$ cat src/rtl/imm_encoder.sv
// imm_encoder: scatters a 32-bit immediate into the I/S/B/J immediate fields of a
// base instruction and queues the result in a 2-entry valid/ready output FIFO.
// Also keeps a count of output handshakes and of range-errored requests.
// Optional feature macro: IMM_RANGE_CHECK_EN. When it is defined, range checking,
// out_err and err_count are live. When it is undefined, out_err and err_count are tied to 0.
module imm_encoder #(
    parameter int COUNT_W = 16,
    parameter int ERR_W   = 8
) (
    input  logic               clk,
    input  logic               reset,
    input  logic               in_valid,
    output logic               in_ready,
    input  logic [31:0]        base_instr,
    input  logic [31:0]        imm,
    input  logic [1:0]         imm_src,
    output logic               out_valid,
    input  logic               out_ready,
    output logic [31:0]        out_instr,
    output logic               out_err,
    output logic [COUNT_W-1:0] enc_count,
    output logic [ERR_W-1:0]   err_count
);

    typedef enum logic [1:0] {
        IMM_I = 2'b00,
        IMM_S = 2'b01,
        IMM_B = 2'b10,
        IMM_J = 2'b11
    } imm_type_t;

    logic [31:0] enc_instr;
    logic        enc_err;
    logic [31:0] fifo_instr [2];
    logic        fifo_err   [2];
    logic        wr_ptr;
    logic        rd_ptr;
    logic [1:0]  occupancy;
    logic        push;
    logic        pop;

    // Overwrite only the immediate fields of the selected type; all other bits pass through from base_instr.
    always_comb begin
        enc_instr = base_instr;
        case (imm_type_t'(imm_src))
            IMM_I: begin
                enc_instr[31:20] = imm[11:0];
            end
            IMM_S: begin
                enc_instr[31:25] = imm[11:5];
                enc_instr[11:7]  = imm[4:0];
            end
            IMM_B: begin
                enc_instr[31]    = imm[12];
                enc_instr[30:25] = imm[10:5];
                enc_instr[11:8]  = imm[4:1];
                enc_instr[7]     = imm[11];
            end
            default: begin
                enc_instr[31]    = imm[20];
                enc_instr[30:21] = imm[10:1];
                enc_instr[20]    = imm[11];
                enc_instr[19:12] = imm[19:12];
            end
        endcase
    end

`ifdef IMM_RANGE_CHECK_EN
    logic signed [31:0] imm_s;
    assign imm_s = $signed(imm);

    // Flag immediates that do not fit the field, and odd offsets for branches and jumps.
    // A flagged request is still encoded from its truncated bits.
    always_comb begin
        enc_err = 1'b0;
        case (imm_type_t'(imm_src))
            IMM_I, IMM_S: enc_err = (imm_s < -32'sd2048) || (imm_s > 32'sd2047);
            IMM_B:        enc_err = (imm_s < -32'sd4096) || (imm_s > 32'sd4094) || imm[0];
            default:      enc_err = (imm_s < -32'sd1048576) || (imm_s > 32'sd1048574) || imm[0];
        endcase
    end
`else
    assign enc_err = 1'b0;
`endif

    assign in_ready  = (occupancy != 2'd2);
    assign out_valid = (occupancy != 2'd0);
    assign push      = in_valid && in_ready;
    assign pop       = out_valid && out_ready;
    assign out_instr = out_valid ? fifo_instr[rd_ptr] : 32'h0;
    assign out_err   = out_valid ? fifo_err[rd_ptr] : 1'b0;

    // Two-entry FIFO. The 1-bit pointers toggle to wrap. A push and a pop in the same cycle leave the occupancy unchanged.
    always_ff @(posedge clk) begin
        if (reset) begin
            wr_ptr        <= 1'b0;
            rd_ptr        <= 1'b0;
            occupancy     <= 2'd0;
            fifo_instr[0] <= 32'h0;
            fifo_instr[1] <= 32'h0;
            fifo_err[0]   <= 1'b0;
            fifo_err[1]   <= 1'b0;
        end else begin
            if (push) begin
                fifo_instr[wr_ptr] <= enc_instr;
                fifo_err[wr_ptr]   <= enc_err;
                wr_ptr             <= ~wr_ptr;
            end
            if (pop) begin
                rd_ptr <= ~rd_ptr;
            end
            case ({push, pop})
                2'b10:   occupancy <= occupancy + 2'd1;
                2'b01:   occupancy <= occupancy - 2'd1;
                default: occupancy <= occupancy;
            endcase
        end
    end

    // Count output handshakes. The count wraps naturally at all-ones.
    always_ff @(posedge clk) begin
        if (reset) begin
            enc_count <= '0;
        end else if (pop) begin
            enc_count <= enc_count + COUNT_W'(1);
        end
    end

`ifdef IMM_RANGE_CHECK_EN
    // Count accepted requests that carry a range error. The count saturates at all-ones.
    always_ff @(posedge clk) begin
        if (reset) begin
            err_count <= '0;
        end else if (push && enc_err && (err_count != '1)) begin
            err_count <= err_count + ERR_W'(1);
        end
    end
`else
    assign err_count = '0;
`endif

endmodule

$ cat config.mk
export PLATFORM = sky130hd
export DESIGN_NAME = imm_encoder
export DESIGN_NICKNAME = d
export VERILOG_FILES = /design/src/rtl/imm_encoder.sv
export SDC_FILE = /design/constraint.sdc
export NUM_CORES = 1
export LEC_CHECK = 0
export CAP_MARGIN = 30
export CORE_MARGIN = 1
export CORE_UTILIZATION = 44
export CTS_BUF_LIST = sky130_fd_sc_hd__clkbuf_4 sky130_fd_sc_hd__clkbuf_8
export CTS_CLUSTER_DIAMETER = 150
export DETAILED_ROUTE_END_ITERATION = 10
export PLACE_DENSITY = 0.79
export SYNTH_ARGS = -nofsm -noshare
export SYNTH_HDL_FRONTEND = slang
export SYNTH_SLANG_ARGS = --single-unit
$ cat constraint.sdc
create_clock -name clk -period 2.55 [get_ports clk]
set_input_delay 0.51 -clock clk [delete_from_list [all_inputs] [get_ports clk]]
set_output_delay 0.51 -clock clk [all_outputs]
set_load 0.01 [all_outputs]
Yosys cells after proc, flatten, opt, wreduce, memory -nomap -nowiden
Memories as Yosys holds them, arrays and structs flattened. A register that Yosys moved wholly into a read port is not among the register bits.
Index checks and enable logic that the tools add are counted.
- flip-flop bits (word level): 20
- memories: 1
- RAM bits: 64
- input bits: 70
- output and inout port bits: 59
- multiplexer cells: 17
- reduce and logical (&&, ||, !) cells: 9
- add/sub/neg operators: 3
- equality and inequality tests: 5
- bitwise logic cells: 2
- memories (memory ; depth ; width ; rd ports ; clocked after Yosys merged registers in ; write ports ; line ; RTL):
    fifo_instr ; 2 ; 32 ; 1 ; 1 ; 2 ; 34 ; logic [31:0] fifo_instr [2];
- operators by type and width (cell ; number):
    $mux 32 ; 2
    $reduce_or 32->1 ; 1
    $pmux 5 s2 ; 2
    $add 16x1->16 const B ; 1
    $pmux 7 s2 ; 1
    $mux 1 ; 10
    $mux 8 ; 1
    $eq 2x1->1 const B ; 2
    $eq 2x2->1 const B ; 2
    $pmux 2 s2 ; 1
    $reduce_bool 2->1 ; 2
    $reduce_or 2->1 ; 2
    $reduce_or 3->1 ; 1
    $add 2x1->2 const B ; 1
    $logic_and 1x1->1 ; 2
    $logic_not 2->1 ; 1
    $ne 2x2->1 const B ; 1
    $not 1->1 ; 2
    $sub 2x1->2 const B ; 1

Longest topological paths before layout
Gate-level depths: netlist of the first run.
- word-level depth: 7
- mapped depth: 7

Least setup slack after synthesis of the first run
OpenSTA, ideal clock, no wires.
- kind: reg2reg
- start: register occupancy[0]
- end: memory fifo_instr[0][0] (enable)
- path buffers: 1
- clock period less this slack: 2.623 ns
- arrival: 2.195 ns
- stages on the path, launching flop included: 5
- path slack: -0.073 ns
- required time: 2.122 ns
- cells stage by stage: dfxtp_1 buf_4 nand2b_4 nand2_4 o21bai_1
- RTL lines (element ; line ; RTL):
    start: declaration ; 38 ; logic [1:0] occupancy;
    start signal: assignment ; 113 ; 2'b10: occupancy <= occupancy + 2'd1;
    start signal: assignment ; 114 ; 2'b01: occupancy <= occupancy - 2'd1;
    start signal: assignment ; 115 ; default: occupancy <= occupancy;
    end: declaration ; 34 ;

==> flow_summary.json, run 1 <==
{
  "status": "completed",
  "pin_count": 129,
  "clk_pin_slew_ps": 90,
  "clk_latency_ps": 340,
  "antenna_found_initial": 0,
  "tritoncts": "done",
  "r2r-start": "occupancy[0]$_SDFFE_PP0P_",
  "critPathKind": "reg -> out",
  "cts_sinks": 85,
  "ys_warn_count": 0,
  "synth_area_per_cell_um2": 11.28,
  "drv_cap": 0,
  "vias": 2979,
  "final_hold_viol_count": 0,
  "hpwl_mm": 6.183,
  "worst_pin_slew_ps": 674.8,
  "slew_headroom_pct": 54.82,
  "cp_num_buf_inv": 2,
  "crit_path_cell_trace": "buf_4 -> mux2i_1 -> nor2_1 -> clkdlybuf4s50_1",
  "clock_skew_ps": 7.507,
  "required_ps": 2040,
  "die_h_um": 99.91,
  "max_freq_mhz": 426.5,
  "first_pass_iters": 4,
  "routedWlPerCell_um": 14.59,
  "core_um2": 9284,
  "tns_ps": 0,
  "netlist_instances": 374,
  "drc": 0,
  "slowest_stage": "clkdlybuf4s50_1",
  "cts_buffers": 9,
  "num_antenna_cells": 0,
  "final-setup-viol-count": 0,
  "min-delay-start": "rd_ptr$_SDFFE_PP0P_",
  "holdBufCountCts": 0,
  "placementRows": 35,
  "synth.distinct_cells": 44,
  "grt_pass1_wl_mm": 14.37,
  "ant_nets": 0,
  "reg2reg_slack_ps": 810,
  "grt_max_degree": 34,
  "rr_worst_depth": 5,
  "die_x_um": 99.91,
  "syn-cell-area_um2": 4218,
  "drive_above_1_share_pct": 11.39,
  "startpoint_type": "register",
  "end_kind": "primary output",
  "dieArea_um2": 9981,
  "arrival_ps": 1830,
  "via_per_inst": 4.868,
  "clk_path_buf_depth": 2,
  "htree_num_levels": 3,
  "rsz0062_at_grt": "no",
  "drt_wl_total_mm": 8.932,
  "slew_violations": 0,
  "fill_cells": 794,
  "leakagePower_nw": 1.948,
  "portBuffers": 101,
  "track_usage_pct": 18.68,
  "final_nets": 554,
  "start_util_pct": 45.43,
  "fin_crit_ps": 2345,
  "hp-class": "reg -> reg",
  "grt.overflow.total": 0,
  "fin_hold_ws_ps": 540.6,
  "cts_root_buf": "clkbuf_8",
  "place_inst": 595,
  "ys_seq_elements": 85,
  "drtIter0Drc": 97,
  "setup_slack_ps": 205.1,
  "ys_seq_area_share_pct": 55.53,
  "finalWeightedCongestion": 0.8809,
  "cts_setup_buffers": 0,
  "p_per_area_nw_per_um2": 763.0,
  "grt_pass1_vias": 3009,
  "cp_top_family": "buffers and inverters",
  "instances_no_fill": 612,
  "fin_crit_sh_pct": 91.96,
  "cp_max_fo": 19,
  "max_stage_delay_ps": 590,
  "dpl_worst_slack_ps": 88.15,
  "holdPathStages": 2,
  "r2r_end": "fifo_instr[0][1]$_SDFFCE_PN0P_",
  "area_delta_synth_final_pct": 31.77,
  "max-vdd-ir-drop_v": 0.0003849
}
metrics by stage:
step	utilization (%)	area (um^2)	power [W]
after global routing	59.87	5558	0.004492
after global placement	57.67	5354	0.003374
after floorplan	-	4252	0.002740
final	59.87	5558	0.004241
after detailed placement	57.75	5361	0.003426
after CTS	59.62	5535	0.004279
placed cells by master, fill, tap and decap left out, types with 5 or more instances in the layout:
cell type	n
clkdlybuf4s50_1	101
nor2_1	79
edfxtp_1	64
mux2i_1	41
and2_1	26
dfxtp_1	18
buf_4	11
nor2_4	10
xnor2_1	10
conb_1	9
clkbuf_8	9
inv_1	8
nand2_1	7
o21ai_0	7
nor3_1	6
a21oi_1	6
ha_1	6
nor2b_1	5
a22oi_1	5
nand3_1	5
what timing repair did:
action,4_1_cts,5_1_grt
resized for setup,0,2
hold endpoints to repair,0,0
setup endpoints to repair,0,7
report_power, final:
group	switching (W)	internal (W)	total (W)	leakage (nW)
logic	0.000795	0.000772	0.00157	1.01
registers	0.000101	0.00172	0.00182	0.850
clock network	0.000499	0.000358	0.000857	0.0837
total	0.00139	0.00285	0.00424	1.95
cells in the mapped netlist:
cell type | count | area, um^2
buf_6 | 1 | 11.26
buf_2 | 5 | 25.02
nor4_2 | 1 | 12.51
nand2b_4 | 1 | 13.76
nor4_1 | 3 | 18.77
nor2b_1 | 5 | 31.28
xnor2_1 | 10 | 87.58
ha_1 | 6 | 75.07
or3_1 | 3 | 18.77
xor2_1 | 4 | 35.03
nor2_1 | 80 | 300.3
o211ai_2 | 1 | 12.51
clkbuf_1 | 11 | 41.29
nor2_4 | 10 | 112.6
or2_2 | 2 | 12.51
or3_2 | 1 | 7.510
inv_1 | 8 | 30.03
a221o_1 | 1 | 10.01
dfxtp_1 | 21 | 420.4
buf_4 | 10 | 75.07
o21ai_0 | 7 | 35.03
a21oi_1 | 6 | 30.03
a22oi_1 | 5 | 37.54
o21bai_1 | 1 | 7.510
o21a_1 | 1 | 7.510
a21o_1 | 1 | 7.510
o2111ai_2 | 1 | 15.01
nand2_1 | 7 | 26.28
conb_1 | 1 | 3.750
nand4b_1 | 1 | 8.760
nand3_1 | 5 | 25.02
nor3b_2 | 1 | 12.51
and2_1 | 26 | 162.7
a31oi_1 | 4 | 25.02
mux2i_1 | 41 | 410.4
nand4_1 | 3 | 18.77
a31o_2 | 2 | 17.52
nor3_2 | 1 | 10.01
nand2_4 | 1 | 11.26
nand2b_1 | 3 | 18.77
nor3_1 | 6 | 30.03
buf_12 | 1 | 20.02
buf_1 | 1 | 3.750
edfxtp_1 | 64 | 1922
sequential cells by signal, indices dropped and copies added, names as in the netlist, named ones only:
signal	flops
wr_ptr	1
occupancy	2
enc_count	16
fifo_instr	64
rd_ptr	1
worst max path at each step:
stage	cells past startpoint	start	slack [ps]	to
global placement	4	in_valid	70	fifo_instr[0][2]$_SDFFCE_PN0P_
global route	4	register	90	out_instr[7]
floorplan	4	reset	270	fifo_instr[1][0]$_SDFFCE_PN0P_
CTS	4	occupancy[1]$_SDFFE_PP0P_	70	out_instr[20]
finish	4	register	210	out_instr[20]
detailed placement	6	imm_src[0]	90	fifo_instr[0][24]$_SDFFCE_PN0P_
logic make-up (layout without fill, tap and decap cells):
group | Yosys count | count (layout) | share of synthesized area, %
other | 1 | 9 | 0.08891
XOR/XNOR | 14 | 14 | 2.907
buffers and inverters | 37 | 138 | 4.895
adder cells (fa/ha/maj) | 6 | 6 | 1.780
AND/OR/NAND/NOR | 160 | 160 | 20.20
AO/OA/AOI/OAI | 30 | 30 | 4.865
flip-flops | 85 | 85 | 55.53
multiplexers | 41 | 41 | 9.730
worst min-delay path, stage by stage, from the launching register on:
cell	delay, ps
dfxtp_1	340
xnor2_1	100
nor2_1	80
layer usage:
metal / wire, um / global-route usage (%) / share of wire [%]
met1: 3809 / 22.23 / 43
met2: 4730 / 33.37 / 53
met3: 311 / 4.039 / 3.5
met4: 80 / 6.448 / 0.90
met5: 0 / 0 / 0
cell type report:
cell class,count,area (um^2),area share [%]
Multi-Input combinational cell,260,1713,30.82
Tap cell,129,161.4,2.904
Inverter,8,30.03,0.5403
Sequential cell,85,2346,42.21
Clock inverter,7,50.05,0.9005
Timing Repair Buffer,114,1134,20.40
Clock buffer,9,123.9,2.229
(Power assumes the default switching activity.)
==> run 2: changes to the inputs <==
--- a/config.mk
+++ b/config.mk
@@ -11,6 +11,7 @@
 export CTS_BUF_LIST = sky130_fd_sc_hd__clkbuf_4 sky130_fd_sc_hd__clkbuf_8
 export CTS_CLUSTER_DIAMETER = 150
 export DETAILED_ROUTE_END_ITERATION = 10
+export GPL_TIMING_DRIVEN = 0
 export PLACE_DENSITY = 0.79
 export SYNTH_ARGS = -nofsm -noshare
 export SYNTH_HDL_FRONTEND = slang
==> run 2 against run 1 <==
Sequential cell count did not move. Global-route usage rose by 0.45 points. Routed wire length rose by 0.59%. Clock power fell by 0.7%. Total power rose by 1.5%. Final area rose by 1.8%. Combinational power rose by 6%.
==> flow_summary.json, run 2 (synthesis results as in run 1) <==
{
  "status": "completed",
  "clk_path_buf_depth": 2,
  "pin_count": 129,
  "end_kind": "primary output",
  "clock_skew_ps": 13.08,
  "track_usage_pct": 19.14,
  "register_area_um2": 2344,
  "num_antenna_cells": 0,
  "fin_crit_sh_pct": 93.44,
  "fin_crit_ps": 2383,
  "placed_area_um2": 5454,
  "area_delta_synth_final_pct": 34.20,
  "tritoncts": "done",
  "p_switching_w": 0.001404,
  "swShare_pct": 32.60,
  "drt_wl_total_mm": 8.985,
  "layout_commonest_cell": "clkdlybuf4s50_1",
  "worst_pin_slew_ps": 584.6,
  "power.total_w": 0.004306,
  "cts_root_buf": "clkbuf_8",
  "slew_headroom_pct": 61.03,
  "final-setup-viol-count": 0,
  "first_pass_iters": 4,
  "vias": 3025,
  "finalWeightedCongestion": 0.8669,
  "fill_cells": 809,
  "clk_latency_ps": 350,
  "drtIter0Drc": 101,
  "top_regs": "fifo_instr (64), enc_count (16), occupancy (2)",
  "power_frac_seq_pct": 41.7,
  "crit_path_cell_trace": "clkbuf_2 -> buf_4 -> mux2i_1 -> nor2_1 -> clkdlybuf4s50_1",
  "slew_violations": 0,
  "combPwrFrac_pct": 38.5,
  "core_um2": 9284,
  "drc": 0,
  "power.share.clock_pct": 19.8,
  "drive_above_1_share_pct": 12.80,
  "grt.overflow.total": 0,
  "multi_input_area_um2": 1725,
  "leakagePower_nw": 2.017,
  "fin_hold_ws_ps": 530.3,
  "antenna_found_initial": 0,
  "via_per_inst": 4.809,
  "die_h_um": 99.91,
  "grt_pass1_wl_mm": 14.63,
  "max_stage_delay_ps": 570,
  "grt_pass1_vias": 3012,
  "rsz0062_at_grt": "no",
  "routedWlPerCell_um": 14.28,
  "ant_nets": 0,
  "critPathKind": "reg -> out",
  "p_int_w": 0.002902,
  "clk_pin_slew_ps": 80,
  "cts_sinks": 85,
  "hp-class": "reg -> reg",
  "die_x_um": 99.91,
  "hpwl_mm": 6.652,
  "slowest_stage": "clkdlybuf4s50_1",
  "placementRows": 35,
  "grt_max_degree": 33,
  "cts_buffers": 9,
  "required_ps": 2040,
  "cp_max_fo": 10,
  "dieArea_um2": 9981,
  "p_per_area_nw_per_um2": 760.7,
  "layout_common_cells": "clkdlybuf4s50_1, nor2_1, edfxtp_1",
  "start_util_pct": 45.43,
  "portBuffers": 101,
  "largest_register": "fifo_instr",
  "final_hold_viol_count": 0,
  "startpoint_type": "register",
  "max_freq_mhz": 419.7,
  "fin_area_um2": 5660,
  "largest_reg_flops": 64,
  "htree_num_levels": 3,
  "max-vdd-ir-drop_v": 0.0003658,
  "final_nets": 571,
  "cts_setup_buffers": 0,
  "arrival_ps": 1870,
  "drv_cap": 0
}
## run 2: cell type report
| type | instances | area share, % |
|---|---|---|
| Inverter | 8 | 0.5305 |
| Sequential cell | 85 | 41.40 |
| Clock buffer | 10 | 2.321 |
| Tap cell | 129 | 2.851 |
| Timing Repair Buffer | 102 | 18.21 |
| Clock inverter | 6 | 0.8179 |
| Buffer | 29 | 3.382 |
| Multi-Input combinational cell | 260 | 30.48 |
## run 2: critical path, delay by kind of cell (launching register included)
| kind | cells | cell delay (ps) |
|---|---|---|
| multiplexers | 1 | 110 |
| buffers and inverters | 3 | 1000 |
| AND/OR/NAND/NOR | 1 | 120 |
| flip-flops | 1 | 310 |
## run 2: through the flow
step	utilization (%)	std cells	setup slack, ps	setup TNS, ps
after global placement	58.42	612	-894.9	-38080
after detailed placement	58.75	613	-499.9	-16300
final	60.97	629	167.2	0
after CTS	60.89	629	5.341	0
after global routing	60.97	629	14.80	0
after floorplan	-	382	270.7	0
## run 2: timing repair
action	CTS	global route
setup endpoints to repair	63	27
hold buffers	0	0
resized for setup	10	3
## run 2: layer usage
metal	wire [um]	GRT usage, %	up-vias	part of all wire, %
met3	427	5.362	2	4.8
met1	3728	22.96	1426	41
li1	-	-	1520	-
met2	4790	33.90	77	53
met5	0	0	-	0
met4	38	4.751	0	0.42
## run 2: path summary, 6_finish.rpt
path	from	to	slack, ps	cells after the start
setup reg to reg	occupancy[0]$_SDFFE_PP0P_	fifo_instr[1][25]$_SDFFCE_PN0P_	580	5
hold reg to reg	rd_ptr$_SDFFE_PP0P_	rd_ptr$_SDFFE_PP0P_	530	2
setup / recovery	register	out_instr[19]	170	5
hold / removal	rd_ptr$_SDFFE_PP0P_	rd_ptr$_SDFFE_PP0P_	530	2
## run 2: power by group through the flow
| stage | logic, W | clock network [W] | registers [W] |
|---|---|---|---|
| after floorplan | 0.000931 | 0 | 0.00181 |
| after global placement | 0.00159 | 0 | 0.00181 |
| after detailed placement | 0.00164 | 0 | 0.00182 |
| after CTS | 0.00167 | 0.000873 | 0.00180 |
| final | 0.00166 | 0.000851 | 0.00180 |
| after global routing | 0.00180 | 0.000928 | 0.00182 |
==> run 3: changes to the inputs <==
--- a/config.mk
+++ b/config.mk
@@ -6,6 +6,7 @@
 export NUM_CORES = 1
 export LEC_CHECK = 0
 export CAP_MARGIN = 30
+export CORE_ASPECT_RATIO = 0.6
 export CORE_MARGIN = 1
 export CORE_UTILIZATION = 44
 export CTS_BUF_LIST = sky130_fd_sc_hd__clkbuf_4 sky130_fd_sc_hd__clkbuf_8
@@ -13,6 +14,7 @@
 export DETAILED_ROUTE_END_ITERATION = 10
 export GPL_TIMING_DRIVEN = 0
 export PLACE_DENSITY = 0.79
+export REMOVE_ABC_BUFFERS = 1
 export SYNTH_ARGS = -nofsm -noshare
 export SYNTH_HDL_FRONTEND = slang
 export SYNTH_SLANG_ARGS = --single-unit
==> run 3 against run 2 <==
Non-clock buffer count fell by 23. Hold slack better by 3.4 ps. Worst setup slack lost 89 ps. Sequential cell count is the same. Routed wire length up 7.2%. Critical path depth is 2 lower. Sequential share of layout area is 0.47 points higher. Register-to-register slack better by 60 ps. Sequential power rose by 4%. Count of clock-buffer cells in the layout rose by 2. Clock skew decreased by 1.6 ps. Maximum frequency shrank 3.6%. Critical path type unchanged.
==> flow_summary.json, run 3 (synthesis results as in run 1) <==
{
  "required_ps": 2040,
  "reg2reg_slack_ps": 640,
  "holdBufCountCts": 0,
  "die_x_um": 128.4,
  "track_usage_pct": 19.80,
  "largest_register": "fifo_instr",
  "critPathKind": "reg -> out",
  "fin_hold_ws_ps": 533.8,
  "p_per_area_nw_per_um2": 787.2,
  "fin_crit_ps": 2472,
  "arrival_ps": 1960,
  "die_h_um": 77.84,
  "min-delay-start": "rd_ptr$_SDFFE_PP0P_",
  "fin_area_um2": 5609,
  "cts_sinks": 85,
  "area_delta_synth_final_pct": 32.99,
  "cp_max_fo": 17,
  "tritoncts": "done",
  "grt_pass1_wl_mm": 14.70,
  "dieArea_um2": 9995,
  "placementRows": 27,
  "finalWeightedCongestion": 0.7968,
  "startpoint_type": "register",
  "start_util_pct": 45.73,
  "portBuffers": 101,
  "pin_count": 129,
  "largest_reg_flops": 64,
  "rr_worst_depth": 5,
  "leakagePower_nw": 1.962,
  "clk_path_buf_depth": 2,
  "max-vdd-ir-drop_v": 0.0004907,
  "clk_pin_slew_ps": 80,
  "hpwl_mm": 6.348,
  "final_hold_viol_count": 0,
  "drtIter0Drc": 163,
  "drive_above_1_share_pct": 10.88,
  "grt_max_degree": 33,
  "drc": 0,
  "r2r_end": "fifo_instr[0][22]$_SDFFCE_PN0P_",
  "drt_wl_total_mm": 9.634,
  "end_kind": "primary output",
  "top_regs": "fifo_instr (64), enc_count (16), occupancy (2)",
  "core_um2": 9223,
  "placed_area_um2": 5365,
  "grt.overflow.total": 0,
  "first_pass_iters": 4,
  "tns_ps": 0,
  "final_nets": 549,
  "via_per_inst": 5.092,
  "max_freq_mhz": 404.5,
  "fill_cells": 731,
  "drv_cap": 0,
  "setup_slack_ps": 77.80,
  "layout_commonest_cell": "clkdlybuf4s50_1",
  "final_util_pct": 60.82,
  "layout_common_cells": "clkdlybuf4s50_1, nor2_1, edfxtp_1",
  "holdPathStages": 2,
  "fin_crit_sh_pct": 96.95,
  "worst_pin_slew_ps": 1011,
  "final-setup-viol-count": 0,
  "ant_nets": 0,
  "slew_headroom_pct": 32.42,
  "rsz0062_at_grt": "no",
  "htree_num_levels": 3,
  "cts_buffers": 9,
  "slew_violations": 0,
  "r2r-start": "occupancy[0]$_SDFFE_PP0P_",
  "dpl_worst_slack_ps": -877.4,
  "num_antenna_cells": 0,
  "routedWlPerCell_um": 15.85,
  "grt_pass1_vias": 3025,
  "vias": 3096,
  "cts_root_buf": "clkbuf_8",
  "clock_skew_ps": 11.52,
  "status": "completed",
  "antenna_found_initial": 0,
  "clk_latency_ps": 370,
  "hp-class": "reg -> reg"
}
## run 3: cell count changes in the layout (fill, tap and decap cells not counted), moves of 2 or more
cell / previous run / this run
buf_16: 0 / 2
clkbuf_8: 9 / 11
clkbuf_1: 7 / 0
buf_4: 13 / 2
buf_2: 2 / 0
clkbuf_2: 3 / 0
dfxtp_1: 20 / 18
inv_6: 2 / 0
## run 3: metal layers
metal	vias to the layer above	track usage, %	wire [um]
met5	-	0	0
met4	0	5.176	80
met3	8	5.862	786
met2	124	32.81	4354
met1	1479	25.26	4413
li1	1485	-	-
## run 3: area by class of cell
cell class	instances	area, um^2	area share, %
clock buffer	12	158.9	2.833
inverter	8	30.03	0.5354
sequential	85	2349	41.87
tap	130	162.7	2.900
clock inverter	4	31.28	0.5577
multi-input combinational	261	1737	30.96
timing repair buffer	108	1141	20.34
## run 3: worst max path at each step
stage                                         start                         endpoint  slack [ps]  cells after the start
after floorplan           occupancy[0]$_SDFFE_PP0P_   fifo_instr[0][0]$_SDFFCE_PN0P_        -140                      3
after global placement                        reset  fifo_instr[1][28]$_SDFFCE_PN0P_       -2000                      3
after detailed placement                      reset  fifo_instr[1][27]$_SDFFCE_PN0P_        -880                      3
after CTS                                  register                    out_instr[26]          50                      4
after global routing      occupancy[0]$_SDFFE_PP0P_                    out_instr[26]           8                      3
final                     occupancy[0]$_SDFFE_PP0P_                    out_instr[26]          80                      3
## run 3: through the flow
stage / cells / total power, W
2_1_floorplan: 353 / 0.002668
3_3_place_gp: 584 / 0.003357
3_5_place_dp: 589 / 0.003450
4_1_cts: 607 / 0.004408
5_1_grt: 608 / 0.004630
6_report: 608 / 0.004416
## run 3: repair_timing
action | in CTS | in global routing
buffers inserted | 1 | 0
pin swaps | 1 | 0
hold endpoints to repair | 0 | 0
setup endpoints to repair | 65 | 1
gates resized for setup | 4 | 1
cloned | 1 | 1
## run 3: worst max-delay path, stage by stage, from the launching register on
cell,delay [ps]
dfxtp_2,410
nor2_4,480
nor2_1,180
clkdlybuf4s50_1,520
## run 3: power by group
part / leakage (nW) / switching [W] / internal, W
registers: 0.850 / 0.000156 / 0.00172
clock network: 0.0965 / 0.000491 / 0.000422
logic: 1.02 / 0.000819 / 0.000808
